### src/rtl/reg_dump_reader.sv
// Walks the register file read port and streams r0..rNREGS-1 as addressed valid/ready beats.
// One beat per cycle; a stalled beat holds with ra frozen. Skips r0 when REG_DUMP_SKIP_ZERO_EN is defined.
module reg_dump_reader #(
  parameter int NREGS = 32,
  parameter int AW    = 5,
  parameter int DW    = 32
) (
  input  logic          clk,
  input  logic          reset,
  input  logic          start,
  output logic [AW-1:0] ra,
  input  logic [DW-1:0] rd,
  output logic          m_valid,
  input  logic          m_ready,
  output logic [DW-1:0] m_data,
  output logic [AW-1:0] m_addr,
  output logic          m_last,
  output logic          busy,
  output logic          done
);

`ifdef REG_DUMP_SKIP_ZERO_EN
  localparam logic [AW-1:0] FIRST = AW'(1);
`else
  localparam logic [AW-1:0] FIRST = '0;
`endif
  localparam logic [AW-1:0] LAST = AW'(NREGS - 1);

  localparam logic [1:0] S_IDLE   = 2'd0;
  localparam logic [1:0] S_LOAD   = 2'd1;
  localparam logic [1:0] S_STREAM = 2'd2;

  logic [1:0] state;
  logic       capture;

  // A new beat is loaded on entry from LOAD and on every non-final handshake.
  assign capture = (state == S_LOAD) ||
                   ((state == S_STREAM) && m_valid && m_ready && !m_last);

  assign busy = (state != S_IDLE);

  always_ff @(posedge clk) begin
    if (reset) begin
      state   <= S_IDLE;
      ra      <= FIRST;
      m_valid <= 1'b0;
      m_data  <= '0;
      m_addr  <= '0;
      m_last  <= 1'b0;
      done    <= 1'b0;
    end else begin
      done <= 1'b0;
      if (capture) begin
        m_data  <= rd;
        m_addr  <= ra;
        m_last  <= (ra == LAST);
        ra      <= ra + 1'b1;
        m_valid <= 1'b1;
      end
      case (state)
        S_IDLE: begin
          if (start) state <= S_LOAD;
        end
        S_LOAD: begin
          state <= S_STREAM;
        end
        S_STREAM: begin
          if (m_valid && m_ready && m_last) begin
            m_valid <= 1'b0;
            m_last  <= 1'b0;
            done    <= 1'b1;
            ra      <= FIRST;
            state   <= S_IDLE;
          end
        end
        default: state <= S_IDLE;
      endcase
    end
  end

endmodule
### config.mk
export PLATFORM = sky130hd
export DESIGN_NAME = reg_dump_reader
export DESIGN_NICKNAME = d
export VERILOG_FILES = /design/src/rtl/reg_dump_reader.sv
export SDC_FILE = /design/constraint.sdc
export NUM_CORES = 1
export LEC_CHECK = 0
export BUFFER_PORTS_ARGS = -buffer_cell sky130_fd_sc_hd__clkbuf_2
export CORE_UTILIZATION = 50
export CTS_BUF_LIST = sky130_fd_sc_hd__clkbuf_4 sky130_fd_sc_hd__clkbuf_8
export CTS_CLUSTER_SIZE = 28
export DETAILED_ROUTE_END_ITERATION = 12
export GPL_ROUTABILITY_DRIVEN = 1
export PLACE_DENSITY = 0.82
export SLEW_MARGIN = 30
export SYNTH_ARGS = -nofsm -noshare
export SYNTH_HDL_FRONTEND = slang
export SYNTH_SLANG_ARGS = --single-unit
### constraint.sdc
create_clock -name clk -period 2.4 [get_ports clk]
set_input_delay 0.24 -clock clk [delete_from_list [all_inputs] [get_ports clk]]
set_output_delay 0.24 -clock clk [all_outputs]
set_load 0.05 [all_outputs]
# == After elaboration in Yosys (flattened, before gate mapping) ==
# Cells that the tools add are included.
# op_classes
reduce_logical,11
mux,13
n_shift,0
div_mod_pow,0
order_cmp,0
n_eq_ne,5
n_mul,0
add_sub_neg,1
bitwise_logic,1
# ops
op,count
$mux W5,3
$mux W1,7
$pmux W2 S3,1
$add A5 B1 Y5 const B,1
$eq A5 B5 Y1 const B,1
$logic_and A1 B1 Y1,5
$mux W2,2
$eq A2 B1 Y1 const B,1
$eq A2 B2 Y1 const B,1
$logic_not A2 Y1,1
$ne A2 B1 Y1 const B,1
$ne A2 B2 Y1 const B,1
$reduce_and A2 Y1,1
$reduce_bool A2 Y1,1
$reduce_or A2 Y1,1
$logic_not A1 Y1,1
$logic_or A1 B1 Y1,1
$not A1 Y1,1
# word_totals
regBits,47
inputBits,36
latch_bits,0
memories,0
ram_bits,0
rom_bits,0
wordCells,38

# == Logic depth before layout (Yosys ltp) ==
# logic_depth
ltp_word,8
ltp_mapped,7

# == Worst setup path before layout ==
# No wires, ideal clock.
# synth_timing
kind,reg2reg
start,register ra[1]
end,register m_last
t_required_ns,2.309
arrival_ns,1.874
slack_ns,0.435
synth_period_minus_slack_ns,1.965
path_stages_with_launch,6
setup_time_ns,0.091
path_cell_list,dfxtp_1 > ha_1 > and3_1 > ha_1 > or4b_1 > a311oi_1
# synth_via
elab_chain_cells,4
# synth_rtl
element,line,source
from (decl),11,"output logic [AW-1:0] ra,"
from (signal assigned),57,ra <= ra + 1'b1;
$eq A5 B5 Y1 *,56,m_last <= (ra == LAST);
$mux W1 *,53,if (capture) begin
$mux W1,68,if (m_valid && m_ready && m_last) begin
$mux W1 *,60,case (state)
to (signal assigned),56,
to (decl),17,"output logic m_last,"
# Mark *: on every way between the ends. The rest lies on a longest branch, timed or not.
# A chain may end at the register's enable or synchronous reset.

# == Worst setup path after layout ==
# Same ends and word-level chain as after synthesis.

==> metrics.cfg <==
[synth]
ys_ff_latch=47
syn_avg_cell_area_um2=11.0
async_flop_share_pct=0
netlist_instances=191
netlist_top_cells_count=47 x dfxtp_1, 27 x nor2_1, 21 x a221o_1, 20 x a22oi_2, 16 x a22o_1
synth_warnings=0
synth_top_area_share_pct=44.9
synth_area_leaders=dfxtp_1 45%, a22oi_2 12%, a221o_1 10%
seq_area_frac_synth_pct=44.9
synth_nets=229
synth.most_common_cell=dfxtp_1
synth_ff_type=dfxtp_1
synth_cell_types=40
synth_top_area_cell=dfxtp_1
syn_area_um2=2090
synth_edf_count=0

[timing]
max_slew_margin_pct=55.4
setup_tns_ns=0
min_period_over_period_pct=75.2
skew_ns=0.00403
drv_slew=0
period_minus_slack_ns=1.80
setup_viol=0
fmax_mhz=554
finalHoldViolCount=0
tightest_slew_ns=0.668
rsz0062_at_grt=no
setup_slack_ns=0.596

[clock_tree]
cts.reportedPaths.clkPinSlew_ns=0.08
cts.path.max_buffers=2
clock_latency_ns=0.30
cts_buffers=5
htreeDepth=2
cts.sinks=47
cts_resized=0
cts-hold-fix-buffers=0
cts_tree=done
cts_root_buf=clkbuf_8
postCtsSetupRepairBufs=0

[worst_setup_path]
start_kind=register
crit_fanout=6
cp.arrival_ns=2.00
crit_top_cell=ha_1
cpPeakStageDelay_ns=0.45
rr_endpoint=m_last
crit_family=simple AND/OR/NAND/NOR gates
cp_data_required_time_ns=2.60
crit_chain=ha_1 -> and3_1 -> ha_1 -> or4b_1 -> a311oi_1
worstRegToRegCells=5
cpMaxStageDelayCell=dfxtp_1
r2r-start=ra[1]
worstSetupPathType=register to register
cp-end-kind=register
crit_buf_inv=0
r2r_setup_slack_ns=0.60

[final_layout]
final_area_um2=2630
fill_cells=327
final_util_pct=65.7
nets=310
syn2layout_area_growth_pct=25.6
diodes=0
ff_latch_area_um2=941
drive_gt1_share_pct=46.5
multi_input_area_um2=1020

[job]
maxCapViolCount=0

[placement]
gp_congestion=0.722
dp_slack_ns=0.657
dpl.hpwl_um=3170
placed_area_um2=2510
port_buffers=81

[hold_path]
hold_end=m_data[28]
min_path_type=input port to register
hold_start=rd[28]
whs_path_depth=2

[global_route]
grt_pass1_wl_um=7330
grt_antenna_before_repair=0
grt_max_degree=33
overflow=0
grt_pass1_vias=1652
grtUsageTotal_pct=21.4

[route]
drt-wirelength-per-cell_um=14.1
drt_iter0_drc=72
vias=1813
vias_per_cell=5.61
dr.pass1.iters=4
wl_um=4540
drc=0
drtAntennaViolNets=0

[pwr]
irDropWorstVdd_v=0.000450
leakage_nw=1.18
powerDensity_nw_per_um2=700
p_total_w=0.00184

[die]
start_util_pct=52.3
fp.dieH_um=66.7
rows=23
dieArea_um2=4450
core_um2=4000
die_x_um=66.7
io_pins=82

[outcome]
status=finished, final reports clean

==> how the worst max path moves through the flow <==
stage	endpoint	start	depth (start not counted)
after global placement	m_data[25]	m_ready	5
after global routing	m_last	ra[1]	5
after floorplan	m_last	ra[1]	5
after detailed placement	m_last	ra[1]	5
after CTS	m_last	ra[1]	5
final	m_last	ra[1]	5
==> sequential cells by signal, summed over array words and instances, names as in the netlist <==
signal	count
m_addr	5
state	2
done	1
m_valid	1
m_last	1
m_data	32
ra	5
==> cells by family (layout without fill, tap and decap cells) <==
family,count (synthesis),in the layout,share of synthesized area [%]
compound gates,72,72,33.5
buf+inv,18,100,6.10
xor+xnor,3,3,1.61
fa+ha+maj,2,2,1.20
flops,47,47,44.9
simple gates,49,49,12.7
==> cells in the final DEF (no fill, tap or decap), types with 2 or more instances in the layout <==
cell type  synthesis  layout
nor2_1            27      27
nor2b_1            2       2
a22oi_2           20      20
ha_1               2       2
nor3_1             3       3
a22o_1            16      16
a221o_1           21      21
clkbuf_2           0      81
o21ai_0            4       4
nand2_1            3       3
clkbuf_8           0       6
dfxtp_1           47      47
buf_4              2      10
a21oi_1            3       3
xor2_1             2       2
==> per-stage QoR <==
| step | std cells | hold WS [ns] |
|---|---|---|
| finish | 323 | 0.146 |
| global route | 323 | 0.138 |
| CTS | 323 | 0.139 |
| detailed placement | 315 | 0.457 |
| global placement | 314 | 0.453 |
| floorplan | 191 | 0.352 |
==> power breakdown <==
part | switching, W | internal [W] | total (W) | leakage (nW)
combinational | 0.000268 | 0.000126 | 0.000394 | 0.738
clock | 0.000256 | 0.000337 | 0.000593 | 0.0612
sequential | 0.0000330 | 0.000819 | 0.000852 | 0.382
total | 0.000557 | 0.00128 | 0.00184 | 1.18
==> worst reg2reg max path: stages (launching register included) <==
cell,delay [ns]
dfxtp_1,0.45
ha_1,0.20
and3_1,0.16
ha_1,0.16
or4b_1,0.43
a311oi_1,0.31
==> layout make-up <==
type                       count  area share, %
clock inverter                 2           1.33
clock buffer                   6           3.14
inverter                       1          0.143
multi-input combinational    126           39.0
timing repair buffer          91           18.3
sequential                    47           35.8
tap                           50           2.38
==> metal layers <==
layer	global-route usage (%)	vias up	part of all wire, %
met3	8.05	5	8.2
met1	26.5	849	45
li1	-	896	-
met4	4.79	0	0.95
met5	0	-	0
met2	34.8	63	45
Note: power is estimated with default switching activity, not from simulation.
